[config.mk]
export PLATFORM = sky130hd
export DESIGN_NAME = mem_port_arbiter
export DESIGN_NICKNAME = d
export VERILOG_FILES = /design/src/rtl/mem_port_arbiter.sv
export SDC_FILE = /design/constraint.sdc
export NUM_CORES = 1
export LEC_CHECK = 0
export ABC_AREA = 1
export CAP_MARGIN = 20
export CORE_MARGIN = 4
export CORE_UTILIZATION = 47
export DETAILED_ROUTE_END_ITERATION = 8
export GPL_TIMING_DRIVEN = 0
export PLACE_DENSITY = 0.86
export SYNTH_ARGS = -nofsm -noshare
export SYNTH_HDL_FRONTEND = slang
export SYNTH_SLANG_ARGS = --single-unit
[constraint.sdc]
create_clock -name clk -period 3.05 [get_ports clk]
set_clock_uncertainty 0.15 [all_clocks]
set_input_delay 0.7625 -clock clk [delete_from_list [all_inputs] [get_ports clk]]
set_output_delay 0.7625 -clock clk [all_outputs]
set_load 0.005 [all_outputs]
[src/rtl/mem_port_arbiter.sv]
// mem_port_arbiter
//   Shares one byte-wide, synchronous-read RAM between a 64-bit instruction
//   fetch port (I, read-only) and a 64-bit data port (D, read/write).
//   Requests are arbitrated round-robin. Each 64-bit access is split into
//   8 little-endian byte cycles. Every request is bounds-checked.
//
// Ports
//   clk, rst_n      : clock (rising edge), asynchronous active-low reset
//   i_req/i_addr    : fetch request (held until i_ack) and byte address
//   i_ack/i_rdata/i_err : one-cycle completion, read data (held), error flag
//   d_req/d_we/d_addr/d_wdata : data request, store select, address, store data
//   d_ack/d_rdata/d_err : one-cycle completion, load data (held), error flag
//   ram_en/ram_we/ram_addr/ram_wdata : byte RAM command
//   ram_rdata       : byte RAM read data, valid one cycle after a read
module mem_port_arbiter #(
  parameter int MEM_SIZE = 1024,
  parameter int ADDR_W   = 10
) (
  input  logic              clk,
  input  logic              rst_n,
  input  logic              i_req,
  input  logic [63:0]       i_addr,
  output logic              i_ack,
  output logic [63:0]       i_rdata,
  output logic              i_err,
  input  logic              d_req,
  input  logic              d_we,
  input  logic [63:0]       d_addr,
  input  logic [63:0]       d_wdata,
  output logic              d_ack,
  output logic [63:0]       d_rdata,
  output logic              d_err,
  output logic              ram_en,
  output logic              ram_we,
  output logic [ADDR_W-1:0] ram_addr,
  output logic [7:0]        ram_wdata,
  input  logic [7:0]        ram_rdata
);

  typedef enum logic [1:0] {IDLE, XFER, DRAIN, DONE} state_t;

  // Highest legal base address; comparing against it avoids computing addr+7.
  localparam logic [63:0] LAST_ADDR = 64'(MEM_SIZE - 8);

  state_t             state_reg, state_next;
  logic               owner_reg;        // 1 = D port, 0 = I port
  logic               last_grant_reg;   // 1 = D port, 0 = I port
  logic [ADDR_W-1:0]  base_reg;
  logic               we_reg;
  logic [63:0]        wdata_reg;
  logic               err_reg;
  logic [2:0]         k_reg;
  logic [63:0]        rbuf_reg;
  logic [63:0]        i_rdata_reg;
  logic [63:0]        d_rdata_reg;

  logic               grant;
  logic               grant_d;
  logic [63:0]        req_addr;
  logic               addr_bad;

  always_ff @(posedge clk or negedge rst_n) begin
    if (!rst_n) begin
      state_reg <= IDLE;
    end else begin
      state_reg <= state_next;
    end
  end

  always_comb begin
    state_next = state_reg;
    grant      = 1'b0;
    grant_d    = 1'b0;
    req_addr   = i_addr;
    addr_bad   = 1'b0;
    ram_en     = 1'b0;
    ram_we     = 1'b0;
    ram_addr   = base_reg + ADDR_W'(k_reg);
    ram_wdata  = wdata_reg[{k_reg, 3'b000} +: 8];
    i_ack      = 1'b0;
    d_ack      = 1'b0;
    i_err      = 1'b0;
    d_err      = 1'b0;

    case (state_reg)
      IDLE: begin
        grant = i_req | d_req;
        // On a tie the port that did not win last time is served.
        grant_d  = d_req & (~i_req | ~last_grant_reg);
        req_addr = grant_d ? d_addr : i_addr;
        addr_bad = req_addr > LAST_ADDR;
        if (grant) begin
          state_next = addr_bad ? DONE : XFER;
        end
      end
      XFER: begin
        ram_en = 1'b1;
        ram_we = we_reg;
        if (k_reg == 3'd7) begin
          state_next = we_reg ? DONE : DRAIN;
        end
      end
      DRAIN: begin
        state_next = DONE;
      end
      DONE: begin
        i_ack      = ~owner_reg;
        d_ack      = owner_reg;
        i_err      = ~owner_reg & err_reg;
        d_err      = owner_reg & err_reg;
        state_next = IDLE;
      end
      default: begin
        state_next = IDLE;
      end
    endcase
  end

  always_ff @(posedge clk or negedge rst_n) begin
    if (!rst_n) begin
      owner_reg      <= 1'b0;
      last_grant_reg <= 1'b0;
      base_reg       <= '0;
      we_reg         <= 1'b0;
      wdata_reg      <= '0;
      err_reg        <= 1'b0;
      k_reg          <= '0;
      rbuf_reg       <= '0;
      i_rdata_reg    <= '0;
      d_rdata_reg    <= '0;
    end else begin
      case (state_reg)
        IDLE: begin
          if (grant) begin
            owner_reg      <= grant_d;
            last_grant_reg <= grant_d;
            base_reg       <= req_addr[ADDR_W-1:0];
            we_reg         <= grant_d & d_we;
            wdata_reg      <= d_wdata;
            err_reg        <= addr_bad;
            k_reg          <= '0;
          end
        end
        XFER: begin
          k_reg <= k_reg + 3'd1;
          // The byte arriving now was issued in the previous XFER cycle.
          if (!we_reg && k_reg != 3'd0) begin
            rbuf_reg[{k_reg - 3'd1, 3'b000} +: 8] <= ram_rdata;
          end
        end
        DRAIN: begin
          // Byte 7 goes straight into the owner's result register so the
          // full word is already valid in the ack cycle that follows.
          if (owner_reg) begin
            d_rdata_reg <= {ram_rdata, rbuf_reg[55:0]};
          end else begin
            i_rdata_reg <= {ram_rdata, rbuf_reg[55:0]};
          end
        end
        default: begin
        end
      endcase
    end
  end

  assign i_rdata = i_rdata_reg;
  assign d_rdata = d_rdata_reg;

endmodule

==> results of run 1 <==
-- metal layers --
layer	track usage, %	vias to the layer above	routed length, um	part of all wire (%)
met1	37.00	5405	15820	40
met3	4.367	84	2875	7.3
met2	49.07	547	19780	50
met5	0	-	0	0
met4	7.864	0	1100	2.8
li1	-	5128	-	-
-- cells by family after synthesis --
group                      count (synthesis)
buffers and inverters                    161
xor gates and xnor gates                   9
adders and majority gates                 16
AOI/OAI and AO/OA                        256
DFF                                      266
and+or+nand+nor                          638
-- synth_stat cells --
library cell and n:
dfrtp_1 266, a21oi_1 6, buf_4 3, nand4_1 9, xnor2_2 1, nand2_1 425
inv_1 90, nand2_4 1, buf_2 21, clkinv_4 1, o22ai_1 8, o21ai_0 199
nor2_4 3, or2_1 1, fa_1 1, ha_1 15, nand3_2 3, xnor2_1 1
inv_2 7, nand3_4 3, xor2_1 7, nand2_2 2, nand3_1 28, o21ai_1 24
nand2_8 1, nand4_4 1, nor4_1 1, nor3_1 2, nand4_2 1, buf_6 4
o31ai_1 1, nor2_1 152, clkbuf_1 35, o21ai_2 7, a31oi_1 11, nand3b_1 2
nor3_2 3
-- power breakdown --
part	leakage [nW]	total [mW]	internal, mW	switching [mW]
registers	3.07	6.41	5.29	1.12
clock network	0.478	3.51	2.07	1.44
logic	4.67	8.19	3.83	4.36
total	8.22	18.1	11.2	6.92
-- timing repair --
| item | CTS | global route |
|---|---|---|
| gates resized for setup | 140 | 55 |
| hold buffers | 1 | 0 |
| endpoints found under the setup margin | 73 | 22 |
| cloned | 1 | 1 |
| hold endpoints to repair | 25 | 0 |
| pin swaps | 21 | 22 |
| buffers inserted | 15 | 18 |
-- final timing paths --
path / endpoint / slack, ns / depth (start not counted)
setup / recovery: ram_addr[4] / -0.17 / 8
hold / removal: wdata_reg[56] / 0.33 / 2
setup reg to reg: rbuf_reg[38] / 0.15 / 13
hold reg to reg: wdata_reg[56] / 0.33 / 2
max in group asynchronous: k_reg[1] / 0.83 / 4
min in group asynchronous: d_rdata[61] / 0.50 / 2
-- layout by cell type, fill, tap and decap left out, types with 10 or more instances in the layout --
cell type        instances
ha_1                    10
clkbuf_16               31
o21ai_1                 30
buf_2                   30
nand3_1                 24
nor2_1                 141
buf_6                   11
buf_4                   29
clkbuf_1                33
inv_1                   89
dfrtp_1                263
clkdlybuf4s50_1        336
nand2_1                425
o21ai_0                179
o21ai_2                 18
-- worst max-delay path: stages (launching register included) --
cell and delay (ns):
dfrtp_2 0.44, inv_4 0.07, clkbuf_16 0.15, fa_2 0.38, o21ai_4 0.19, buf_4 0.14
buf_6 0.09, xor2_2 0.15, buf_2 0.14
-- final cells by class --
cell class                 count  area (um^2)  area share [%]
inverter                      98        387.9           2.250
buffer                        62        385.4           2.235
clock inverter                15        181.4           1.052
tap                          324        405.4           2.351
sequential                   266         6660           38.63
multi-input combinational    919         4574           26.53
timing repair buffer         392         3866           22.42
clock buffer                  36        780.7           4.528
==> results.md, run 1 <==
- Drt pass-1 iters: 5
- First-pass GRT wire length: 60,530 um
- CTS root buffer: clkbuf_16
- Setup Viol. Count Final: 10
- Failing checks: setup timing
- Vias in the first global route: 11,130
- Fillers: 1,723
- Placed insts: 2,027
- Initial antenna violation count: 0
- Post-Synthesis Net Count: 1,567
- Non-Filler Cell Area, Final: 17,240 um^2
- DR WL/cell: 18.74 um
- Type of the worst setup path: reg2out
- Synth Area in Simple Gates: 22.65%
- Vias: 11,160
- DP Area: 15,600 um^2
- Ratio of cells with drive above 1 in the final layout: 12.30%
- Worst Path Arrival: 2.31 ns
- Status: finished, violations left
- Share of the synthesized area in the top cell type: 57.46%
- Syn Inst Count: 1,346
- Worst min-delay path class: reg2reg
- Cell variety after synth: 37
- Final Non-Filler Cells: 2,112
- Hold WS: 0.3321 ns
- DIE AREA: 27,230 um^2
- H-tree level count: 1
- CTS buffer count: 28
- Min Tclk post-route: 3.221 ns
- Starting DRT DRC Count: 1,149
- Area grow syn2layout: 48.83%
- Least-Margin Pin Slew: 0.6490 ns
- Avg Vias per Cell: 5.286
- Hold path start: wdata_reg[56]
- Hold Fails Final Rpt: 0
- Pre-CTS WS: -0.9912 ns
- Register area share after synthesis: 57.46%
- Core area: 24,320 um^2
- Fin util: 70.90%
- Die Ht: 165 um
- Starting density of the core: 47.64%
- Critical path startpoint: k_reg[1]
- CTS clk-pin slew, worst paths: 0.06 ns
- GPL Wtd Cong: 0.9048
- Area leader, netlist: dfrtp_1
- Power per Cell Area: 1051 nW/um^2
- Clock insertion delay at the later pin of the skew report: 0.55 ns
- Gr ovfl total: 0
- Crit share post-route: 105.6%
- Combinational family with the most area after synthesis: simple AND/OR/NAND/NOR gates
- Final setup TNS: -0.8124 ns
- Flops & latches, synth: 266
- Worst vdd ir: 0.0005570 V
- Synth Area in XOR/XNOR: 0.7452%
- Clk sinks: 266
- RR Startpoint: k_reg[0]
- Slew HR: 56.73%
- Startpoint Class: register
- Setup slack after layout: -0.1711 ns
- Post-Synth Adder-Cell Area: 1.793%
- Leak pwr: 8.218 nW
- Area contributors post-synth: dfrtp_1 57%, nand2_1 14%, o21ai_0 8.6%, nor2_1 4.9%, inv_1 2.9%
- DPL Wire Length: 28,560 um
- PortBufs: 355
- Post-Syn Area per Cell: 8.607 um^2
- Proportion of synthesized area in mux cells: 0%
- Yosys Warn Count: 0
- Synthesized area: 11,580 um^2
- CTS tree: built
- Inserted Diodes: 0
- Total track usage: 28.28%
- Critical path data required time: 2.14 ns
- Max-slew violations: 0
- Final #Nets: 1,988
- Clk buf depth: 3
- Row count: 57
- DR DRC count: 0
- Max Clock Freq: 0.3104 GHz
- Compound-cell area share of the yosys netlist: 11.51%
- IO Pins: 357
- Largest net degree at the start of global routing: 131
- Drt total wl: 39,570 um
- Crit Path Max Fanout: 5
- RSZ-0062 raised after global routing: yes
- Die X: 165 um
- Power Total: 18.12 mW
- Max-cap violations: 0
- Crit path capture type: output port
- Post-DRT Antenna Nets: 0
Note: power is estimated with default switching activity, not from simulation.
==> run 2, diff against run 1 <==
--- a/config.mk
+++ b/config.mk
@@ -8,10 +8,11 @@
 export ABC_AREA = 1
 export CAP_MARGIN = 20
 export CORE_MARGIN = 4
-export CORE_UTILIZATION = 47
+export CORE_UTILIZATION = 49
+export CTS_BUF_LIST = sky130_fd_sc_hd__clkbuf_8
 export DETAILED_ROUTE_END_ITERATION = 8
 export GPL_TIMING_DRIVEN = 0
-export PLACE_DENSITY = 0.86
+export PLACE_DENSITY = 0.89
 export SYNTH_ARGS = -nofsm -noshare
 export SYNTH_HDL_FRONTEND = slang
 export SYNTH_SLANG_ARGS = --single-unit
==> run 2 against run 1 <==
Effect of this change: the flow still finishes with violations (setup timing); fmax decreased by 0.60%; first-iteration DRC count decreased by 4.6%; wire length decreased by 2.0%; global-route usage increased by 0.27 points; setup slack got worse by 0.019 ns; die area decreased by 3.9%; non-clock buffer count decreased by 9; utilization increased by 1.9 points; register-to-register slack about the same; count of clock-buffer cells in the layout increased by 16; largest power group unchanged; highest routed layer unchanged.
==> results.md, run 2 (synthesis results as in run 1) <==
- Status: finished, violations left
- Failing checks: setup timing
- Least-Margin Pin Slew: 0.6522 ns
- CP cell instances: inv_4 -> clkbuf_16 -> fa_2 -> o21ai_2 -> nand3_2 -> nor2_2 -> xor2_1 -> buf_2
- Final setup TNS: -1.087 ns
- Worst vdd ir: 0.0005864 V
- Min Tclk post-route: 3.241 ns
- Starting DRT DRC Count: 1,096
- Worst Path Arrival: 2.33 ns
- Clk sinks: 266
- Crit Path Max Fanout: 2
- Slew HR: 56.52%
- Post-DRT Antenna Nets: 0
- Setup Viol. Count Final: 13
- Area grow syn2layout: 46.57%
- Crit path max-delay family: flip-flops
- Max-slew violations: 0
- Die X: 161.8 um
- Setup slack after layout: -0.1906 ns
- Bufs and invs on worst path: 3
- Drt total wl: 38,770 um
- Leak pwr: 8.156 nW
- Avg Vias per Cell: 5.282
- Initial antenna violation count: 0
- GPL Wtd Cong: 0.9241
- CTS clk-pin slew, worst paths: 0.06 ns
- Worst path slowest cell: dfrtp_2
- Drt pass-1 iters: 6
- CTS tree: built
- Core area: 23,330 um^2
- Starting density of the core: 49.65%
- Max incr delay on CP: 0.44 ns
- RSZ-0062 raised after global routing: yes
- DR DRC count: 0
- Die Ht: 161.8 um
- Ratio of cells with drive above 1 in the final layout: 11.49%
- Crit share post-route: 106.3%
- Most frequent cells in the layout: 425 x nand2_1, 337 x clkdlybuf4s50_1, 264 x dfrtp_1
- PortBufs: 355
- Max Clock Freq: 0.3086 GHz
- Clk buf depth: 3
- Most common cell after layout, fill and taps aside: nand2_1
- IO Pins: 357
- Hold Fails Final Rpt: 0
- Inserted Diodes: 0
- Final #Nets: 1,996
- Vias: 11,200
- First-pass GRT wire length: 59,590 um
- Largest net degree at the start of global routing: 129
- Worst min-delay path class: reg2reg
- Type of the worst setup path: reg2out
- Vias in the first global route: 11,230
- Fin util: 72.77%
- Power per Cell Area: 1026 nW/um^2
- Gr ovfl total: 0
- Pre-CTS WS: -0.9240 ns
- DPL Wire Length: 28,280 um
- Row count: 56
- DIE AREA: 26,170 um^2
- Max-cap violations: 0
- Hold WS: 0.3276 ns
- Clock insertion delay at the later pin of the skew report: 0.56 ns
- H-tree level count: 2
- Total track usage: 28.55%
- Startpoint Class: register
- CTS buffer count: 44
- DR WL/cell: 18.28 um
- CTS root buffer: clkbuf_8
- Crit path capture type: output port
- Critical path data required time: 2.14 ns
[run 2: cell types whose count changed in the layout (fill, tap and decap cells not counted), moves of 4 or more]
cell / change
clkbuf_16: -28
nor2_1: +6
inv_1: +13
clkinv_2: -6
o21ai_0: +9
o21ai_1: -4
nor2_2: -5
buf_4: -12
clkbuf_8: +47
[run 2: worst min-delay path: cells and delay by family, from the launching register on]
family	cells	cell delay, ns
AND/OR/NAND/NOR	2	0.11
flip-flops	1	0.34
[run 2: worst paths after layout]
kind	from	endpoint	slack, ns	cells past startpoint
setup / recovery	k_reg[1]	ram_addr[8]	-0.19	8
hold / removal	wdata_reg[11]	wdata_reg[11]	0.33	2
setup reg to reg	k_reg[0]	rbuf_reg[39]	0.15	12
hold reg to reg	wdata_reg[11]	wdata_reg[11]	0.33	2
max in group asynchronous	rst_n	k_reg[1]	0.84	4
min in group asynchronous	rst_n	d_rdata[7]	0.48	2
[run 2: final cells by class]
| cell class | instances | area (um^2) |
|---|---|---|
| Fill cell | 1623 | 6352 |
| Buffer | 62 | 364.1 |
| Multi-Input combinational cell | 919 | 4487 |
| Tap cell | 319 | 399.1 |
| Timing Repair Buffer | 383 | 3831 |
| Clock inverter | 21 | 127.6 |
| Clock buffer | 52 | 715.7 |
| Inverter | 98 | 387.9 |
| Sequential cell | 266 | 6659 |
| Timing Repair inverter | 1 | 8.758 |
[run 2: where the power goes]
part           total, mW  internal, mW  switching [mW]
clock network       3.04          1.63            1.41
registers           6.38          5.29            1.09
logic               8.00          3.75            4.25
total               17.4          10.7            6.75
[run 2: what timing repair did]
action | CTS | global route
hold buffers | 1 | 0
pin swaps | 11 | 23
resized for setup | 94 | 58
setup endpoints to repair | 60 | 24
endpoints found under the hold margin | 22 | 0
gates cloned | 0 | 4
buffers inserted | 12 | 11
[run 2: per-layer routing]
layer,vias to the layer above,share of wire (%),GRT usage [%]
met5,-,0,0
li1,5164,-,-
met1,5328,39,37.12
met4,0,3.6,9.804
met2,597,49,48.59
met3,115,7.9,5.252
[run 2: metrics by stage]
step / instance area (um^2) / total power, mW / cells
after CTS: 16710 / 17.03 / 2108
after detailed placement: 15600 / 13.72 / 2022
final: 16980 / 17.42 / 2121
after floorplan: 11580 / 9.620 / 1346
after global placement: 15540 / 13.37 / 2020
after global routing: 16980 / 18.60 / 2121
